[config.mk]
export PLATFORM = sky130hd
export DESIGN_NAME = shift_seq_unit
export DESIGN_NICKNAME = d
export VERILOG_FILES = /design/src/rtl/shift_seq_unit.sv
export SDC_FILE = /design/constraint.sdc
export NUM_CORES = 1
export LEC_CHECK = 0
export ABC_CLOCK_PERIOD_IN_PS = 1800
export BUFFER_PORTS_ARGS = -buffer_cell sky130_fd_sc_hd__buf_2
export CORE_ASPECT_RATIO = 1.75
export CORE_MARGIN = 4
export CORE_UTILIZATION = 54
export CTS_CLUSTER_DIAMETER = 40
export DETAILED_ROUTE_END_ITERATION = 16
export PLACE_DENSITY = 0.79
export SYNTH_ARGS = -nofsm -noshare
export SYNTH_HDL_FRONTEND = slang
export SYNTH_SLANG_ARGS = --single-unit
[constraint.sdc]
create_clock -name Clock -period 1.8 [get_ports Clock]
set_input_delay 0.36 -clock Clock [delete_from_list [all_inputs] [get_ports Clock]]
set_output_delay 0.36 -clock Clock [all_outputs]
set_load 0.05 [all_outputs]
[src/rtl/shift_seq_unit.sv]
// shift_seq_unit: multi-cycle serial shifter (SLL / SRA), one bit per clock,
// Start/Busy/Done handshake, also drives the ALU output-mux select code.
module shift_seq_unit #(
    parameter int unsigned WIDTH   = 16,
    parameter int unsigned SHAMT_W = 4
) (
    input  logic               Clock,
    input  logic               Reset,
    input  logic               Start,
    input  logic [WIDTH-1:0]   Hyrja,
    input  logic [SHAMT_W-1:0] Shamt,
    input  logic               Op,
    output logic [WIDTH-1:0]   Dalja,
    output logic [2:0]         S,
    output logic               Busy,
    output logic               Done
);

    localparam logic [1:0] ST_IDLE  = 2'b00;
    localparam logic [1:0] ST_SHIFT = 2'b01;
    localparam logic [1:0] ST_DONE  = 2'b10;

    logic [1:0]         state;
    logic [1:0]         state_nxt;
    logic [WIDTH-1:0]   work_q;
    logic [SHAMT_W-1:0] cnt_q;
    logic               op_q;
    logic [WIDTH-1:0]   shifted;
    logic [WIDTH-1:0]   load_val;
    logic               load_op;
    logic               enter_done;

    // State register
    always_ff @(posedge Clock) begin
        if (Reset) begin
            state <= ST_IDLE;
        end else begin
            state <= state_nxt;
        end
    end

    // Next-state decode plus the value/op captured on the edge that enters DONE
    always_comb begin
        state_nxt  = state;
        shifted    = op_q ? {work_q[WIDTH-1], work_q[WIDTH-1:1]}
                          : {work_q[WIDTH-2:0], 1'b0};
        load_val   = shifted;
        load_op    = op_q;
        enter_done = 1'b0;
        case (state)
            ST_IDLE: begin
                // A zero-length shift completes straight from the operand
                load_val = Hyrja;
                load_op  = Op;
                if (Start) begin
                    state_nxt = (Shamt == '0) ? ST_DONE : ST_SHIFT;
                end
            end
            ST_SHIFT: begin
                if (cnt_q == SHAMT_W'(1)) begin
                    state_nxt = ST_DONE;
                end
            end
            ST_DONE: begin
                state_nxt = ST_IDLE;
            end
            default: begin
                state_nxt = ST_IDLE;
            end
        endcase
        enter_done = (state_nxt == ST_DONE) && (state != ST_DONE);
    end

    // Working register, counter and registered outputs
    always_ff @(posedge Clock) begin
        if (Reset) begin
            work_q <= '0;
            cnt_q  <= '0;
            op_q   <= 1'b0;
            Dalja  <= '0;
            S      <= 3'b000;
            Busy   <= 1'b0;
            Done   <= 1'b0;
        end else begin
            case (state)
                ST_IDLE: begin
                    if (Start) begin
                        work_q <= Hyrja;
                        cnt_q  <= Shamt;
                        op_q   <= Op;
                    end
                end
                ST_SHIFT: begin
                    work_q <= shifted;
                    cnt_q  <= cnt_q - SHAMT_W'(1);
                end
                default: begin
                end
            endcase
            if (enter_done) begin
                Dalja <= load_val;
                S     <= {2'b11, load_op};
            end
            Busy <= (state_nxt != ST_IDLE);
            Done <= (state_nxt == ST_DONE);
        end
    end

endmodule

After elaboration in Yosys (flattened, before gate mapping)
Index checks and enable logic that the tools add are counted.
{"block": "classes", "addsub": 1, "multipliers": 0, "n_div": 0, "order_cmp": 0, "n_eq_ne": 5, "shifts": 0, "muxes": 11, "bitwise_logic": 0, "reduce_logical": 7}
{"op": "16-bit two-way mux", "n": 3}
{"op": "16-bit one-hot mux with 2 select lines", "n": 1}
{"op": "4-bit one-hot mux with 2 select lines", "n": 1}
{"op": "2-bit two-way mux", "n": 3}
{"op": "4-bit by 1-bit == test with 1-bit output, second input constant", "n": 1}
{"op": "4-bit logical NOT", "n": 1}
{"op": "4-bit two-way mux", "n": 1}
{"op": "2-bit inequality test, second input constant", "n": 2}
{"op": "2-bit one-hot mux with 2 select lines", "n": 1}
{"op": "2-bit AND reduction", "n": 2}
{"op": "2-bit nonzero test", "n": 2}
{"op": "4-bit by 1-bit subtractor with 4-bit output, second input constant", "n": 1}
{"op": "2-bit by 1-bit == test with 1-bit output, second input constant", "n": 1}
{"op": "2-bit == test, second input constant", "n": 1}
{"op": "2-bit logical NOT", "n": 1}
{"op": "1-bit logical AND", "n": 1}
{"op": "1-bit two-way mux", "n": 1}
{"block": "word_totals", "ff_bits": 43, "latchBits": 0, "ram_bits": 0, "mem_bits_ro": 0, "input_bits": 24, "output_inout_bits": 21, "wordCells": 32, "memories": 0}

Depth between registers and ports, before layout
Gate-level depths: netlist of run 1.
{"block": "depth", "depth_word": 6, "depth_mapped": 7, "depth_no_buf": 5}

Worst setup path before layout of run 1
No wires, ideal clock.
{"block": "synth_timing", "kind": "reg2reg", "start": "reg cnt_q[1]", "end": "reg Dalja[10]", "setup_time_ns": 0.072, "t_arrival_ns": 1.494, "required_time_ns": 1.728, "slack_ns": 0.234, "stages_incl_launch_ff": 8, "period_less_slack_ns": 1.566, "cell_sequence": "dfxtp_1 -> inv_1 -> ha_1 -> nor3b_1 -> a22o_4 -> buf_8 -> buf_12 -> mux2i_1"}
{"block": "synth_via", "elab_chain_len": 5}
{"item": "start: declaration", "line_no": "26", "source": "logic [SHAMT_W-1:0] cnt_q;"}
{"item": "start signal: assignment", "line_no": "89", "source": "cnt_q <= Shamt;"}
{"item": "start signal: assignment", "line_no": "95", "source": "cnt_q <= cnt_q - SHAMT_W'(1);"}
{"item": "4-bit by 1-bit == test with 1-bit output", "line_no": "60", "source": "if (cnt_q == SHAMT_W'(1)) begin"}
{"item": "2-bit two-way mux", "line_no": "60"}
{"item": "2-bit one-hot mux with 2 select lines", "line_no": "50", "source": "case (state)"}
{"item": "2-bit == test", "line_no": "71", "source": "enter_done = (state_nxt == ST_DONE) && (state != ST_DONE);"}
{"item": "1-bit logical AND", "line_no": "71"}
{"item": "end signal: assignment", "line_no": "101", "source": "Dalja <= load_val;"}
{"item": "end: declaration", "line_no": "13", "source": "output logic [WIDTH-1:0] Dalja,"}
No other way between the ends.
A chain may end at the register's enable or synchronous reset.

Worst setup path in the final report of run 1
{"block": "layout_timing", "start": "reg state[1]", "end": "reg work_q[11]"}
{"block": "layout_via", "elab_chain_len": 3, "word_cells_on_any_way": 6, "classes_between": "eq/ne: 2; mux: 1; reduce/logical: 3"}
{"item": "start: declaration", "line_no": "23", "source": "logic [1:0] state;"}
{"item": "start signal: assignment", "line_no": "38", "source": "state <= state_nxt;"}
{"item": "2-bit by 1-bit == test with 1-bit output / 2-bit logical NOT (equally long branches)", "line_no": "85", "source": "case (state)"}
{"item": "2-bit nonzero test (no source line) / 2-bit inequality test (equally long branches)"}
{"item": "2-bit AND reduction (no source line)"}
{"item": "end signal: assignment", "line_no": "88", "source": "work_q <= Hyrja;"}
{"item": "end signal: assignment", "line_no": "94", "source": "work_q <= shifted;"}
{"item": "end: declaration", "line_no": "25", "source": "logic [WIDTH-1:0] work_q;"}
Parallel ways exist; a longest one is shown, timed or not.

==> results of run 1 <==
critical path, stage by stage (launching register included):
cell and delay, ns:
sky130_fd_sc_hd__dfxtp_1 0.62, sky130_fd_sc_hd__nand2b_1 0.37, sky130_fd_sc_hd__buf_4 0.23, sky130_fd_sc_hd__a2bb2oi_1 0.20, sky130_fd_sc_hd__a21oi_1 0.08
how the worst min path moves through the flow:
stage                                  startpoint                 endpoint  depth (start not counted)
final                                          Op        op_q$_SDFFE_PP0P_                          3
after global routing                           Op        op_q$_SDFFE_PP0P_                          3
after CTS                                      Op        op_q$_SDFFE_PP0P_                          3
after detailed placement   Dalja[15]$_SDFFE_PP0P_   Dalja[15]$_SDFFE_PP0P_                          2
after global placement      Dalja[5]$_SDFFE_PP0P_    Dalja[5]$_SDFFE_PP0P_                          2
after floorplan           work_q[10]$_SDFFE_PP0P_  work_q[10]$_SDFFE_PP0P_                          2
Yosys cell counts, drive strengths merged (2+ instances only):
cell type	count
a211o	15
nor3	19
a31oi	2
a21oi	18
inv	3
buf	16
ha	2
a2bb2oi	16
nand2b	19
dfxtp	43
a211oi	4
a221oi	2
o21ba	2
mux2i	34
nor2	2
nor3b	3
clkbuf	8
nand3b	2
nor2b	2
nand2	17
power groups by stage:
| stage | logic [µW] | clock network (µW) | registers (µW) |
|---|---|---|---|
| 2_1_floorplan | 378 | 0 | 1140 |
| 3_3_place_gp | 575 | 0 | 1080 |
| 3_5_place_dp | 583 | 0 | 1090 |
| 4_1_cts | 586 | 696 | 1070 |
| 5_1_grt | 631 | 747 | 1080 |
| 6_report | 586 | 679 | 1070 |
cell type report:
cell class	count	area, µm²	area share
Multi-Input combinational cell	168	1234	0.4664
Sequential cell	43	860.8	0.3254
Clock buffer	7	96.34	0.03642
Inverter	3	11.26	0.004257
Timing Repair Buffer	63	375.4	0.1419
Clock inverter	1	7.507	0.002838
Tap cell	48	60.06	0.02271
registers in the layout (all words and copies together), names as in the netlist:
register	flops
Dalja	16
S	2
cnt_q	4
work_q	16
Done	1
op_q	1
state	2
Busy	1
metrics by stage:
step / total power [µW] / worst slack [ns] / hold WS (ns) / instances
after floorplan: 1515 / 0.2343 / 0.4483 / 238
after detailed placement: 1669 / 0.2037 / 0.4593 / 325
after global placement: 1660 / 0.2385 / 0.4552 / 325
after global routing: 2453 / 0.1115 / 0.3070 / 333
final: 2332 / 0.1783 / 0.3126 / 333
after CTS: 2347 / 0.1778 / 0.3102 / 333
per-layer routing:
metal	global-route usage	share of wire
met5	0	0
met4	0.08511	0.017
met3	0.03729	0.057
met2	0.3842	0.54
met1	0.2138	0.39
cell families after synthesis:
kind of cell               after synthesis  share of synthesized area
muxes                                   34                     0.1509
AOI/OAI and AO/OA                       65                     0.2203
adders and majority gates                2                    0.01110
buffers and inverters                   27                    0.07103
DFF                                     43                     0.3818
and+or+nand+nor                         67                     0.1648
==> results.txt, run 1 <==
- The flow ran to the end, and the final reports show no timing, DRC or antenna violations.
- The detailed router finished its first iteration with 36 violations.
- Fraction of layout instances using a drive strength above 1: 0.2632
- Clock Tree Buf Depth: 2
- The clock period could shrink to 1.622 ns.
* Post-synthesis area per instance: 9.473 µm²
- Count of endpoints failing hold in the final timing report: 0
* Die footprint: 5314 µm²
- After clock tree synthesis, the flow added hold-fix buffers numbering 0.
- Crit path kind: register to register
- Clock Latency Late Sink: 0.29 ns
- Relative slew margins: 0.6311
- Portion of synthesized cell area occupied by the leading cell type: 0.3818
- In the global route stage, overall resource usage came out at 0.2033.
- Internal power comes to 1621 µW.
- Filler Cell Count: 359
- Clock Power Share: 0.291
- CTS placed an instance of sky130_fd_sc_hd__clkbuf_8 at the clock tree root.
- For this run, the register share of the synthesized area comes to 0.3818.
- TritonCTS clock tree: done
- Area growth from synthesis to layout: 17.31%
- Buffers placed on the I/O ports in this run total 44.
- Total length of routed wires: 5284 µm
* Total number of yosys warnings: 0
- Pwr/cell area: 881.5 nW/µm²
- Initial core utilization: 0.5721
- The floorplan step set the die height to 93.48 µm.
- The worst setup path is captured at a register.
* Number of max-cap violations: 0
- The worst register-to-register path has a depth of 4.
- Placer Congestion: 0.7933
- Sink count of the clock tree: 43
* Residual DRC: 0
* Biggest area contributors in the synthesized netlist: sky130_fd_sc_hd__dfxtp_1 (38%), sky130_fd_sc_hd__mux2i_1 (15%), sky130_fd_sc_hd__a2bb2oi_1 (6.2%)
* Setup skew after layout: 0.007731 ns
* Critical register-to-register path startpoint: state[1]$_SDFF_PP0_
* Placeable Area: 3941 µm²
* Final non-filler cell area: 2645 µm²
- Detailed-route vias per instance: 5.844
* Number of search-and-repair iterations in the first detailed-routing pass: 5
- Of all nets on the critical path, the largest fanout is 11.
- RSZ-0062 raised after global routing: no
* Summed instance area of the synthesized netlist: 2255 µm²
- Slew Viols, Final: 0
- The number of clock buffers added by TritonCTS is 5.
- The number of nets handed over by synthesis was 264.
- H-tree levels: 2
- In the synthesized netlist the async set-or-reset flop fraction comes to 0.
- Of the total power, the share spent switching nets is 0.3048.
* Util after Layout: 0.6711
- Unique cell type count in the Yosys netlist: 36
- Dividing the final minimum period by the clock period gives 0.9009.
- Routed vias: 1946
- Clock transition at the register clock pins on the worst setup and hold paths after CTS: 0.08 ns
- The first global-routing pass estimated 8576 µm of wire.
- The library cell used most frequently in the layout, excluding fill and tap cells, is sky130_fd_sc_hd__buf_2.
* Count of boundary I/O pins: 45
- In the layout the commonest cells are sky130_fd_sc_hd__buf_2 (44), sky130_fd_sc_hd__dfxtp_1 (43), sky130_fd_sc_hd__mux2i_1 (34).
- Portion of total power attributed to combinational logic: 0.252
- After technology mapping, the gate count stands at 238.
- Setup_tns: 0 ns
- Hold WC Path Type: primary input to register
- Counting flops with a built-in enable in the synthesized netlist gives 0.
* Total cell area at the placement stage: 2541 µm²
* Number of setup buffers added after CTS: 0
- VDD IR-drop max: 786.2 µV
- For the pin with the worst max-slew slack, the measured transition is 0.5522 ns.
* Net switching power figure: 710.6 µW
- Width of the chip: 56.85 µm
* Element type at the critical path start: register
- Number of nets in the final layout: 310
- Final number of setup-violating endpoints: 0
- After global routing the overflow that remains totals 0.
- Largest net degree at the start of global routing: 32
- Flops & latches, synth: 43
* Commonest register cell after synthesis: sky130_fd_sc_hd__dfxtp_1
- Standard-cell row count: 30
- Portion of total power attributed to sequential cells: 0.457
- Reg-to-Reg End: work_q[11]$_SDFFE_PP0P_
- The initial antenna violation count is 0.
* WP data arrival: 1.81 ns
* Maximum achievable frequency: 0.6166 GHz
* Reg-to-reg setup timing slack: 0.18 ns
- After detailed routing, the average wire length per cell comes to 15.87 µm.
- Detailed placement ended at an HPWL of 3744 µm.
- Static Leakage: 0.001082 µW
- Post-cts repair resize count: 0
* Routed Antenna Nets: 0
* Required time at the endpoint of the critical path: 1.99 ns
* Total inserted antenna cells: 0
- The number of global-route vias before repair came to 1932.
- The most critical setup path has its endpoint at work_q[11]$_SDFFE_PP0P_.
- Critical path startpoint: state[1]$_SDFF_PP0_
- The biggest area contributor in the post-synthesis netlist is sky130_fd_sc_hd__dfxtp_1.
Power figures use the tool's default switching activity.
==> run 2, diff against run 1 <==
--- a/config.mk
+++ b/config.mk
@@ -5,11 +5,12 @@
 export SDC_FILE = /design/constraint.sdc
 export NUM_CORES = 1
 export LEC_CHECK = 0
+export ABC_AREA = 1
 export ABC_CLOCK_PERIOD_IN_PS = 1800
 export BUFFER_PORTS_ARGS = -buffer_cell sky130_fd_sc_hd__buf_2
 export CORE_ASPECT_RATIO = 1.75
 export CORE_MARGIN = 4
-export CORE_UTILIZATION = 54
+export CORE_UTILIZATION = 55
 export CTS_CLUSTER_DIAMETER = 40
 export DETAILED_ROUTE_END_ITERATION = 16
 export PLACE_DENSITY = 0.79
==> results.txt, run 2 <==
- Status: complete, no violations
- Of the cells placed in the final design, the portion with a size suffix greater than 1 is 0.1670.
- After detailed routing, the number of remaining DRC violations is 0.
* Sink of the worst hold path: work_q[0]$_SDFFE_PP0P_
- Number of cells on the worst hold path: 2
- Clock transition at the register clock pins on the worst setup and hold paths after CTS: 0.08 ns
- Pwr/cell area: 878.2 nW/µm²
- Required time at the endpoint of the critical path: 2.04 ns
* Relative slew margins: 0.6807
- Summing every instance area after synthesis gives 2402 µm².
- Width of the chip: 57.96 µm
- The internal portion of the total power is 1634 µW.
- The initialized floorplan defines 31 standard-cell rows.
- Flops & latches, synth: 43
- Average wire per standard cell: 11.71 µm
- In this run the power spent charging and discharging nets is 789.3 µW.
- Number of global-route vias before repair: 2286
- R2R depth: 7
- CTS Buf Count: 5
- Clock Latency Late Sink: 0.29 ns
- Pin placement for this block handled 45 I/O pins.
- The tool flagged a number of max-cap violations equal to 0.
- RSZ-0062 raised after global routing: no
* Post-synthesis area per instance: 6.066 µm²
- The repair_antennas step left the layout with diodes totalling 0.
* Element type at the critical path start: register
- Final number of setup-violating endpoints: 0
- Number of setup buffers added after CTS: 0
* Number of instances in the synthesized netlist: 396
- The number of hold buffers added after CTS was 0.
- VDD IR-drop max: 741.2 µV
* Portion of synthesized cell area occupied by the leading cell type: 0.3583
- The first detailed-routing pass ran for 4 iterations.
* Overall track demand over capacity in global routing: 0.2211
- The library cells used most frequently in the layout, excluding fill and tap cells, are sky130_fd_sc_hd__nand2_1 (176), sky130_fd_sc_hd__inv_1 (45), sky130_fd_sc_hd__buf_2 (44).
- Most frequent standard cell in the layout excluding fill and tap cells: sky130_fd_sc_hd__nand2_1
- DRT iter0 DRCs: 79
* Y dimension of the die: 95.43 µm
- During placement, the flow inserted port buffers numbering 44.
- The count of final hold-check violations is 0.
- The first global-routing pass estimated 9708 µm of wire.
- The initial antenna violation count is 0.
* Critical register-to-register path startpoint: state[0]$_SDFF_PP0_
- In the synthesized netlist the async set-or-reset flop fraction comes to 0.
* Sequential area share after synthesis: 0.3583
- Of the total power, combinational logic draws 0.259.
- Number of nets in the final layout: 463
- In this run, synthesis inferred 0 flip-flops with an integrated enable.
- Hold WC Path Type: primary input to register
- TritonCTS clock tree: done
- Switching share of total power: 0.3257
- Tracing the worst setup path back leads to its startpoint at state[0]$_SDFF_PP0_.
- In the post-synthesis netlist, the biggest area contributors are sky130_fd_sc_hd__dfxtp_1 (36%), sky130_fd_sc_hd__nand2_1 (27%), sky130_fd_sc_hd__inv_1 (7.0%).
* Largest net degree at the start of global routing: 36
* Commonest register cell after synthesis: sky130_fd_sc_hd__dfxtp_1
- After detailed routing, the number of vias per cell comes to 5.053.
- Summed over all failing endpoints, the final setup total negative slack is 0 ns.
- Yosys mapped the design onto 23 distinct sky130hd cell types.
- The initial utilization of the core area, before any placement, comes to 0.5735.
- Sink count of the clock tree: 43
* Slew Viols, Final: 0
- The count of nets left with antenna violations once routing finished came out at 0.
* Registers with the highest flip-flop counts: Dalja: 16 flops, work_q: 16 flops, cnt_q: 4 flops
* Total length of routed wires: 5691 µm
- Top cells by instance count after synthesis: sky130_fd_sc_hd__nand2_1 (176), sky130_fd_sc_hd__inv_1 (45), sky130_fd_sc_hd__dfxtp_1 (43), sky130_fd_sc_hd__nor2_1 (41), sky130_fd_sc_hd__nand3_1 (24)
* Crit path kind: register to register
- Of all nets on the critical path, the largest fanout is 9.
- Area growth from synthesis to layout: 14.84%
- In this run the static leakage power is 0.001617 µW.
* Reg-to-reg setup timing slack: 0.34 ns
* Dominant cell by count in the synthesized netlist: sky130_fd_sc_hd__nand2_1
- Die footprint: 5531 µm²
- The worst hold path begins at Reset.
- After global routing the overflow that remains totals 0.
* Post-Syn Nets: 422
* Placeable Area: 4189 µm²
- Clock tree synthesis selected as its root buffer the cell sky130_fd_sc_hd__clkbuf_8.
* Placer Congestion: 0.8647
- The number of gates resized after CTS was 0.
- The biggest area contributor in the post-synthesis netlist is sky130_fd_sc_hd__dfxtp_1.
- Filler Cell Count: 422
- Post-detail-place hpwl: 4109 µm
- Static timing analysis puts the maximum clock frequency at 0.6849 GHz.
- Yosys printed 0 warnings.
- Util after Layout: 0.6586
- The worst register-to-register path ends at cnt_q[2]$_SDFFE_PP0P_.
* Clock Power Share: 0.298
* Type of destination of the critical path: register
- In the finished design, the share of the clock period the worst path needs comes to 0.8111.
- On the final layout, the worst clock skew is 0.005934 ns.
- Time the worst path needs with I/O delays and setup: 1.460 ns
- Measured slew at the worst slew-check pin: 0.4760 ns
* Clock Tree Buf Depth: 2
- Routed vias: 2456
- WP data arrival: 1.70 ns
* H-tree levels: 2
* Portion of total power attributed to sequential cells: 0.443
run 2: worst max-delay path by stage:
stage                       endpoint  slack, ns  depth (start not counted)
6_report       cnt_q[2]$_SDFFE_PP0P_       0.34                          7
3_3_place_gp   cnt_q[2]$_SDFFE_PP0P_       0.40                          7
2_1_floorplan  Dalja[0]$_SDFFE_PP0P_       0.44                          8
3_5_place_dp   cnt_q[2]$_SDFFE_PP0P_       0.36                          7
5_1_grt        cnt_q[2]$_SDFFE_PP0P_       0.18                          7
4_1_cts        cnt_q[2]$_SDFFE_PP0P_       0.34                          7
run 2: cell type report:
| type | count | area, µm² | area share |
|---|---|---|---|
| Sequential cell | 43 | 860.8 | 0.3120 |
| Tap cell | 49 | 61.31 | 0.02222 |
| Clock inverter | 1 | 30.03 | 0.01088 |
| Timing Repair Buffer | 54 | 307.8 | 0.1116 |
| Inverter | 49 | 186.4 | 0.06757 |
| Clock buffer | 6 | 72.57 | 0.02630 |
| Multi-Input combinational cell | 284 | 1240 | 0.4494 |
run 2: power groups by stage:
stage | clock network, µW | registers [µW] | logic, µW
2_1_floorplan | 0 | 1180 | 373
3_3_place_gp | 0 | 1090 | 617
3_5_place_dp | 0 | 1090 | 624
4_1_cts | 746 | 1070 | 627
5_1_grt | 779 | 1080 | 705
6_report | 723 | 1070 | 627
run 2: logic make-up (layout without fill, tap and decap cells):
logic type,Yosys count,in the layout,synth area share
fa+ha+maj,2,2,0.01042
buf+inv,69,110,0.1255
simple gates,256,256,0.4464
compound gates,26,26,0.05938
flops,43,43,0.3583
run 2: through the flow:
stage,setup WS (ns),power (µW),cells,area [µm²],hold slack [ns]
after floorplan,0.4355,1556,396,2402,0.4445
after global placement,0.3967,1708,479,2656,0.4526
after detailed placement,0.3577,1717,479,2656,0.4592
after CTS,0.3372,2444,486,2759,0.3584
after global routing,0.1807,2566,486,2759,0.3660
final,0.3400,2423,486,2759,0.3583
run 2: worst max-delay path, cell delays in order, from the launching register on:
cell	delay, ns
sky130_fd_sc_hd__dfxtp_1	0.46
sky130_fd_sc_hd__nand2_1	0.20
sky130_fd_sc_hd__inv_1	0.28
sky130_fd_sc_hd__buf_4	0.21
sky130_fd_sc_hd__nand3b_1	0.08
sky130_fd_sc_hd__nand3_1	0.08
sky130_fd_sc_hd__nand2_1	0.05
sky130_fd_sc_hd__inv_1	0.05
run 2: metal layers:
layer  wire, µm  global-route usage  up-vias
li1           -                   -     1277
met1       2323              0.2458     1090
met2       2898              0.4019       78
met3        337             0.03523       11
met4        131              0.1006        0
met5          0                   0        -
